## config.mk

```make
export PLATFORM = sky130hd
export DESIGN_NAME = i2c_master_burst
export DESIGN_NICKNAME = d
export VERILOG_FILES = /design/src/rtl/i2c_master_burst.sv
export SDC_FILE = /design/constraint.sdc
export NUM_CORES = 1
export LEC_CHECK = 0
export ABC_AREA = 0
export CAP_MARGIN = 10
export CORE_AREA = 2 2 75 85
export CTS_CLUSTER_DIAMETER = 40
export DETAILED_ROUTE_END_ITERATION = 16
export DIE_AREA = 0 0 77 87
export HOLD_SLACK_MARGIN = 0.02
export PLACE_DENSITY_LB_ADDON = 0.1
export SLEW_MARGIN = 20
export SYNTH_ARGS = -nofsm -noshare
export SYNTH_HDL_FRONTEND = slang
export SYNTH_SLANG_ARGS = --single-unit
```

## constraint.sdc

```tcl
create_clock -name clk -period 3.2 [get_ports clk]
set_clock_uncertainty 0.1 [all_clocks]
set_input_delay 0.64 -clock clk [delete_from_list [all_inputs] [get_ports clk]]
set_output_delay 0.64 -clock clk [all_outputs]
set_load 0.1 [all_outputs]
```

## src/rtl/i2c_master_burst.sv

```systemverilog
// Multi-byte I2C master: addressed read/write bursts with open-drain pad
// controls and SCL clock-stretch support.
module i2c_master_burst #(
    parameter int CLK_DIV = 4,
    parameter int LEN_W   = 8
) (
    input  logic             clk,
    input  logic             rst_n,
    input  logic             start,
    input  logic [6:0]       addr,
    input  logic             rw,
    input  logic [LEN_W-1:0] len,
    input  logic [7:0]       tx_data,
    output logic             tx_ready,
    output logic [7:0]       rx_data,
    output logic             rx_valid,
    output logic             busy,
    output logic             done,
    output logic             ack_error,
    input  logic             scl_i,
    input  logic             sda_i,
    output logic             scl_oe,
    output logic             sda_oe
);

    localparam int CW = (CLK_DIV > 1) ? $clog2(CLK_DIV) : 1;
    localparam logic [CW-1:0] CNT_MAX = CW'(CLK_DIV - 1);

    typedef enum logic [3:0] {
        S_IDLE,
        S_START,
        S_ADDR,
        S_ADDR_ACK,
        S_WR_BYTE,
        S_WR_ACK,
        S_RD_BYTE,
        S_RD_ACK,
        S_STOP
    } state_t;

    state_t           state_q, state_d;
    logic [1:0]       qtr_q, qtr_d;
    logic [CW-1:0]    cnt_q, cnt_d;
    logic [2:0]       bit_q, bit_d;
    logic [7:0]       shift_q, shift_d;
    logic             rw_q, rw_d;
    logic [LEN_W-1:0] rem_q, rem_d;
    logic             ack_q, ack_d;
    logic             scl_oe_q, scl_oe_d;
    logic             sda_oe_q, sda_oe_d;
    logic             busy_q, busy_d;
    logic             done_q, done_d;
    logic             tx_ready_q, tx_ready_d;
    logic             rx_valid_q, rx_valid_d;
    logic             ack_error_q, ack_error_d;
    logic [7:0]       rx_data_q, rx_data_d;

    logic hold;
    logic q_end;
    logic smp;
    logic bit_end;

    // q2 only advances once the slave has let SCL go high
    assign hold    = (qtr_q == 2'd2) && !scl_i;
    assign q_end   = (cnt_q == CNT_MAX) && !hold;
    assign smp     = q_end && (qtr_q == 2'd2);
    assign bit_end = q_end && (qtr_q == 2'd3);

    always_comb begin
        state_d     = state_q;
        qtr_d       = qtr_q;
        cnt_d       = cnt_q;
        bit_d       = bit_q;
        shift_d     = shift_q;
        rw_d        = rw_q;
        rem_d       = rem_q;
        ack_d       = ack_q;
        busy_d      = busy_q;
        done_d      = 1'b0;
        tx_ready_d  = 1'b0;
        rx_valid_d  = 1'b0;
        ack_error_d = ack_error_q;
        rx_data_d   = rx_data_q;

        if (state_q != S_IDLE) begin
            if (q_end) begin
                cnt_d = '0;
                qtr_d = qtr_q + 2'd1;
            end else if (!hold) begin
                cnt_d = cnt_q + CW'(1);
            end
        end
        if (smp) begin
            ack_d = sda_i;
        end

        unique case (state_q)
            S_IDLE: begin
                if (start) begin
                    state_d     = S_START;
                    shift_d     = {addr, rw};
                    rw_d        = rw;
                    rem_d       = len;
                    ack_error_d = 1'b0;
                    busy_d      = 1'b1;
                    cnt_d       = '0;
                    qtr_d       = 2'd0;
                    bit_d       = 3'd7;
                end
            end
            S_START: begin
                if (bit_end) begin
                    state_d = S_ADDR;
                end
            end
            S_ADDR: begin
                if (bit_end) begin
                    if (bit_q == 3'd0) begin
                        state_d = S_ADDR_ACK;
                    end else begin
                        shift_d = shift_q << 1;
                        bit_d   = bit_q - 3'd1;
                    end
                end
            end
            S_ADDR_ACK: begin
                if (bit_end) begin
                    bit_d = 3'd7;
                    if (ack_q) begin
                        ack_error_d = 1'b1;
                        state_d     = S_STOP;
                    end else if (rem_q == '0) begin
                        state_d = S_STOP;
                    end else if (rw_q) begin
                        state_d = S_RD_BYTE;
                    end else begin
                        state_d    = S_WR_BYTE;
                        shift_d    = tx_data;
                        tx_ready_d = 1'b1;
                    end
                end
            end
            S_WR_BYTE: begin
                if (bit_end) begin
                    if (bit_q == 3'd0) begin
                        state_d = S_WR_ACK;
                    end else begin
                        shift_d = shift_q << 1;
                        bit_d   = bit_q - 3'd1;
                    end
                end
            end
            S_WR_ACK: begin
                if (bit_end) begin
                    if (ack_q) begin
                        ack_error_d = 1'b1;
                        state_d     = S_STOP;
                    end else if (rem_q == LEN_W'(1)) begin
                        state_d = S_STOP;
                    end else begin
                        rem_d      = rem_q - LEN_W'(1);
                        state_d    = S_WR_BYTE;
                        shift_d    = tx_data;
                        tx_ready_d = 1'b1;
                        bit_d      = 3'd7;
                    end
                end
            end
            S_RD_BYTE: begin
                if (smp) begin
                    shift_d = {shift_q[6:0], sda_i};
                    if (bit_q == 3'd0) begin
                        rx_data_d  = {shift_q[6:0], sda_i};
                        rx_valid_d = 1'b1;
                    end
                end
                if (bit_end) begin
                    if (bit_q == 3'd0) begin
                        state_d = S_RD_ACK;
                    end else begin
                        bit_d = bit_q - 3'd1;
                    end
                end
            end
            S_RD_ACK: begin
                if (bit_end) begin
                    if (rem_q == LEN_W'(1)) begin
                        state_d = S_STOP;
                    end else begin
                        rem_d   = rem_q - LEN_W'(1);
                        state_d = S_RD_BYTE;
                        bit_d   = 3'd7;
                    end
                end
            end
            S_STOP: begin
                if (bit_end) begin
                    state_d = S_IDLE;
                    done_d  = 1'b1;
                    busy_d  = 1'b0;
                end
            end
            default: begin
                state_d = S_IDLE;
                busy_d  = 1'b0;
            end
        endcase

        // Pad levels follow the upcoming state so SDA moves with SCL's fall
        scl_oe_d = (state_d != S_IDLE) && (state_d != S_START) && !qtr_d[1];
        case (state_d)
            S_START:             sda_oe_d = qtr_d[1];
            S_ADDR, S_WR_BYTE:   sda_oe_d = !shift_d[7];
            S_RD_ACK:            sda_oe_d = (rem_d != LEN_W'(1));
            S_STOP:              sda_oe_d = (qtr_d != 2'd3);
            default:             sda_oe_d = 1'b0;
        endcase
    end

    always_ff @(posedge clk or negedge rst_n) begin
        if (!rst_n) begin
            state_q     <= S_IDLE;
            qtr_q       <= 2'd0;
            cnt_q       <= '0;
            bit_q       <= 3'd7;
            shift_q     <= 8'h00;
            rw_q        <= 1'b0;
            rem_q       <= '0;
            ack_q       <= 1'b0;
            scl_oe_q    <= 1'b0;
            sda_oe_q    <= 1'b0;
            busy_q      <= 1'b0;
            done_q      <= 1'b0;
            tx_ready_q  <= 1'b0;
            rx_valid_q  <= 1'b0;
            ack_error_q <= 1'b0;
            rx_data_q   <= 8'h00;
        end else begin
            state_q     <= state_d;
            qtr_q       <= qtr_d;
            cnt_q       <= cnt_d;
            bit_q       <= bit_d;
            shift_q     <= shift_d;
            rw_q        <= rw_d;
            rem_q       <= rem_d;
            ack_q       <= ack_d;
            scl_oe_q    <= scl_oe_d;
            sda_oe_q    <= sda_oe_d;
            busy_q      <= busy_d;
            done_q      <= done_d;
            tx_ready_q  <= tx_ready_d;
            rx_valid_q  <= rx_valid_d;
            ack_error_q <= ack_error_d;
            rx_data_q   <= rx_data_d;
        end
    end

    assign scl_oe    = scl_oe_q;
    assign sda_oe    = sda_oe_q;
    assign busy      = busy_q;
    assign done      = done_q;
    assign tx_ready  = tx_ready_q;
    assign rx_valid  = rx_valid_q;
    assign ack_error = ack_error_q;
    assign rx_data   = rx_data_q;

endmodule

```

# --- Word level (Yosys, flattened, before mapping) ---
# Cells that the tools add are included.
word_totals:
  register_bits: 44
  out_inout_bits: 15
op_classes:
  add_sub_neg: 4
  eq_ne: 37
  n_mux: 76
  bitwise_logic: 1
  n_reduce_logical: 29
op_table:
  columns: ["op", "count"]
  rows:
  - ["$mux 8", 16]
  - ["$mux 4", 17]
  - ["$pmux 8 s5", 1]
  - ["$pmux 4 s9", 1]
  - ["$ne 2x2->1 const B", 14]
  - ["$eq 4x3->1 const B", 6]
  - ["$mux 3", 8]
  - ["$pmux 8 s3", 1]
  - ["$mux 2", 10]
  - ["$mux 1", 17]
  - ["$pmux 3 s5", 1]
  - ["$eq 4x2->1 const B", 3]
  - ["$reduce_and 12->1", 1]
  - ["$reduce_bool 5->1", 2]
  - ["$eq 4x1->1 const B", 2]
  - ["$eq 4x4->1 const B", 2]
  - ["$eq 8x1->1 const B", 1]
  - ["$logic_not 8->1", 1]
  - ["$ne 2x1->1 const B", 4]
  - ["$ne 8x1->1 const B", 1]
  - ["$reduce_and 8->1", 1]
  - ["$reduce_bool 4->1", 2]
  - ["$sub 8x1->8 const B", 1]
  - ["$reduce_or 7->1", 1]
  - ["other kinds (18)", 33]

# --- Logic depth before layout (Yosys ltp) ---
logic_depth:
  ltp_word: 10
  depth_mapped: 11
  depth_no_buf: 10

# --- Worst setup path after synthesis ---
# OpenSTA, ideal clock, no wires.
synth_path:
  path_kind: "reg2reg"
  start: "register qtr_q[0]"
  end: "register sda_oe_q, in the netlist sda_oe"
  setup_ps: 120
  arrival_ps: 2234
  required_time_ps: 2980
  slack_ps: 745
  stages_incl_launch_ff: 12
  path_buffers: 1
  cell_sequence: "dfrtp_1 > inv_1 > ha_1 > nor2b_1 > buf_2 > nor2_1 > o211ai_1 > a211oi_2 > a221o_1 > a211o_1 > o21ai_0 > a41o_1"
synth_via:
  word_cells_on_any_way: 39
  classes_between: "add/sub: 1; eq/ne: 9; mux: 22; reduce/logical: 7"
synth_lines:
  columns: ["item", "line", "text"]
  rows:
  - ["from (decl)", "42", "logic [1:0] qtr_q, qtr_d;"]
  - ["from (signal assigned)", "240", "qtr_q <= qtr_d;"]
  - ["$eq 2x2->1", "64, 66", null]
  - ["$logic_and 1x1->1", "64", "assign hold = (qtr_q == 2'd2) && !scl_i;"]
  - ["$logic_not 1->1", null, null]
  - ["$logic_and 1x1->1", "65", "assign q_end = (cnt_q == CNT_MAX) && !hold;"]
  - ["$logic_and 1x1->1, on equally long branches", "66, 67", null]
  - ["$mux 8, on equally long branches", null, null]
  - ["$pmux 8 s5 *", "97", "unique case (state_q)"]
  - ["via shift_d[7]", "45", "logic [7:0] shift_q, shift_d;"]
  - ["$logic_not 1->1 *", "213", "S_ADDR, S_WR_BYTE: sda_oe_d = !shift_d[7];"]
  - ["$pmux 1 s4 *", "211", "case (state_d)"]
  - ["via sda_oe_d", "50", "logic sda_oe_q, sda_oe_d;"]
  - ["to (signal assigned)", "248", "sda_oe_q <= sda_oe_d;"]
  - ["to (decl)", "50", null]
# Mark *: on every way through the listed nets, which the timed path passes. The rest lies on a longest branch. The select of a mux whose other input is x is not followed.
# A chain may end at the register's enable or synchronous reset.

# --- Final worst setup path ---
layout_path:
  start: "input scl_i"
  end: "register sda_oe_q, in the netlist sda_oe"
layout_via:
  elab_chain_cells: 10
  word_cells_on_any_way: 37
  classes_between: "eq/ne: 7; mux: 22; reduce/logical: 8"
layout_rtl:
  columns: ["item", "line", "text"]
  rows:
  - ["from (decl)", "20", "input logic scl_i,"]
  - ["$logic_not 1->1 *", "64", null]
  - ["$logic_and 1x1->1 *", "64", null]
  - ["$logic_not 1->1 *", null, null]
  - ["$logic_and 1x1->1 *", "65", null]
  - ["$logic_and 1x1->1 *", "67", "assign bit_end = q_end && (qtr_q == 2'd3);"]
  - ["$mux 4 (tied with other cells)", "197", "if (bit_end) begin"]
  - ["$pmux 4 s9 *", "97", null]
  - ["via state_d[1]", "41", "state_t state_q, state_d;"]
  - ["$eq 4x2->1 or $eq 4x3->1 (tied branches)", "211", null]
  - ["$reduce_or 2->1", "211", null]
  - ["$pmux 1 s4 *", "211", null]
  - ["via sda_oe_d", "50", null]
# Marked as above.

==> metrics.md <==
| Metric | Value |
|---|---|
| Outcome | `complete, no violations` |
| Worst setup path start | `scl_i` |
| Largest net degree at the start of global routing | `45` |
| CP arrival | `2.90 ns` |
| Root Buffer | `clkbuf_8` |
| Slew headroom | `0.580` |
| Yosys warning count | `0` |
| Initial Utilization | `0.431` |
| WP data required | `3.30 ns` |
| Number of global-route vias before repair | `2305` |
| TNS Setup | `0 ns` |
| Post-synth EDFFs | `0` |
| First-pass GRT wire length | `11500 µm` |
| Maximum clock frequency | `357 MHz` |
| Setup crit end | `sda_oe` |
| CP max-delay cell | `clkdlybuf4s50_1` |
| Core outline area | `5930 µm²` |
| Vias per cell | `5.61` |
| Syn Inst Count | `286` |
| WL per Instance | `16.4 µm` |
| Sequential area share after synthesis | `0.432` |
| Layout cells sized above 1 | `0.154` |
| Post-synthesis cell type count | `64` |
| Mapped Nets | `323` |
| Post-Route WL | `6820 µm` |
| Post-cts sizing count | `0` |
| Cell Area, Synth | `2550 µm²` |
| Final hold vios | `0` |
| Die W | `77 µm` |
| Synth top cells by count | `nand2_1 (58), dfrtp_1 (41), nor2_1 (18)` |
| CTS buffer count | `5` |
| Leakage dissipation | `1.42 nW` |
| Asr flop ratio synth | `1.00` |
| Synth area leaders | `dfrtp_1 (40%), nand2_1 (8.5%), ha_1 (3.9%)` |
| #FFs+latches synth | `44` |
| P&R area growth vs syn | `23.7%` |
| Startpoint types | `primary input` |
| Critical path type | `in -> reg` |
| Tightest Pin Transition | `0.623 ns` |
| Clk buf depth | `2` |
| DRC | `0` |
| DIE AREA | `6700 µm²` |
| Crit path buffers/inverters | `1` |
| Site Rows | `30` |
| Final antenna-violating net count | `0` |
| PD cells | `825 nW/µm²` |
| # fillers | `611` |
| Clk Latency, worst-skew pair | `0.30 ns` |
| CTS tree | `yes` |
| CTS hold repair buffers | `0` |
| HP Class | `in -> async` |
| Top-area cell type share of the netlist area | `0.402` |
| # H-tree levels | `2` |
| Antenna violations before repair | `0` |
| Main synth FF type | `dfrtp_1` |
| Die height | `87 µm` |
| Slowest stage delay, CP | `0.49 ns` |
| Hold Slack | `0.209 ns` |
| Clock slew at reported path FFs | `0.08 ns` |
| Setup violators final | `0` |
| Reg2reg setup slack | `0.44 ns` |
| CP Capture Type | `register` |
| Yosys top cell by area | `dfrtp_1` |
| Top-count cell post-synth | `nand2_1` |
| Post-DP HPWL | `5100 µm` |
| RR Endpoint | `sda_oe` |
| Initial drt markers | `146` |
| CP max FO | `7` |
| Worst path depth | `9` |
| CP delay by family, top | `compound AO/OA/AOI/OAI gates` |
| VDD IR max | `0.000336 V` |
| Total GRT Usage | `0.218` |
| Max-Cap Viols | `0` |
| Syn avg cell area | `8.93 µm²` |
| Post-route clock period utilization | `0.875` |
| Clk sinks | `44` |
| Gpl congestion | `0.859` |
| Slew Viols, Final | `0` |
| Worst r2r src | `state_q[0]` |
| Cells along the critical path | `clkdlybuf4s50_1 > nor2b_1 > nor2_1 > a31oi_1 > o32ai_2 > nand2b_1 > a211o_1 > o21ai_0 > a41o_1` |
| # Post-CTS Setup Buffers | `0` |
| Layout Nets | `374` |
| Period minus WS final | `2.80 ns` |
| Iteration count of the initial detailed-routing pass | `5` |
| Ant. Diodes | `0` |
| Register-to-Register Path Depth | `8` |
| Routed vias | `2341` |
| # IOs | `44` |
| PortBufs | `43` |
| Grt ovf | `0` |
| Unrepaired setup endpoints after global routing | `false` |
## registers in the layout, indices dropped and copies added, names as in the netlist, 2 cells and up
name	cells
qtr_q	2
bit_q	3
cnt_q	2
state_q	4
shift_q	8
rem_q	8
rx_data	8
## placed cells by master, fill, tap and decap left out, drive strengths merged, types with 5 or more instances in the layout
master	synthesis	final
nand3	9	9
nor2b	5	5
buf	4	27
nor3	10	10
a21oi	15	15
clkbuf	6	5
ha	8	8
o21ai	18	18
nand4	6	6
a222oi	7	7
nor2	18	18
clkdlybuf4s50	0	27
nand2	58	58
nand2b	6	6
a31oi	6	6
inv	13	13
dfrtp	41	41
## stage by stage
| stage | util | worst slack (ns) | power (mW) | instance area [µm²] | std cells |
|---|---|---|---|---|---|
| CTS | 0.532 | 0.401 | 2.62 | 3160 | 417 |
| floorplan | - | 0.745 | 1.87 | 2550 | 286 |
| detailed placement | 0.519 | 0.111 | 2.27 | 3080 | 410 |
| global route | 0.533 | 0.127 | 2.82 | 3160 | 417 |
| finish | 0.533 | 0.401 | 2.61 | 3160 | 417 |
| global placement | 0.519 | 0.156 | 2.25 | 3080 | 410 |
## worst min-delay path by stage
stage                     startpoint    endpoint
after floorplan                rst_n   ack_error
after global placement    rx_data[6]  rx_data[6]
after detailed placement  rx_data[2]  rx_data[2]
after CTS                 rx_data[7]  rx_data[7]
after global routing           rst_n    qtr_q[1]
final                          rst_n    cnt_q[0]
## final cells by class
type	count	area, µm²	share of cell area
Clock buffer	5	68.8	0.0218
Inverter	14	52.6	0.0166
Sequential cell	44	1100	0.350
Multi-Input combinational cell	218	1350	0.427
Clock inverter	2	12.5	0.00396
Timing Repair Buffer	54	473	0.150
Tap cell	80	100	0.0317
## cell families after synthesis
family                     synth area share
and+or+nand+nor                       0.261
AOI/OAI and AO/OA                     0.220
buffers and inverters                0.0397
muxes                               0.00441
adders and majority gates            0.0392
DFF                                   0.432
xor gates and xnor gates            0.00343
## per-layer routing
metal  vias to the layer above  global-route usage  wire length, µm
met1                      1107               0.277             2960
met3                         8              0.0332              298
met2                        73               0.384             3460
met4                         0              0.0682              101
met5                         -                   0                0
li1                       1153                   -                -
## report_power, final
part           internal (mW)  switching (mW)  total (mW)
Combinational          0.490           0.853        1.34
Sequential             0.733           0.187       0.921
Clock                  0.148           0.194       0.342
(Power assumes the default switching activity.)
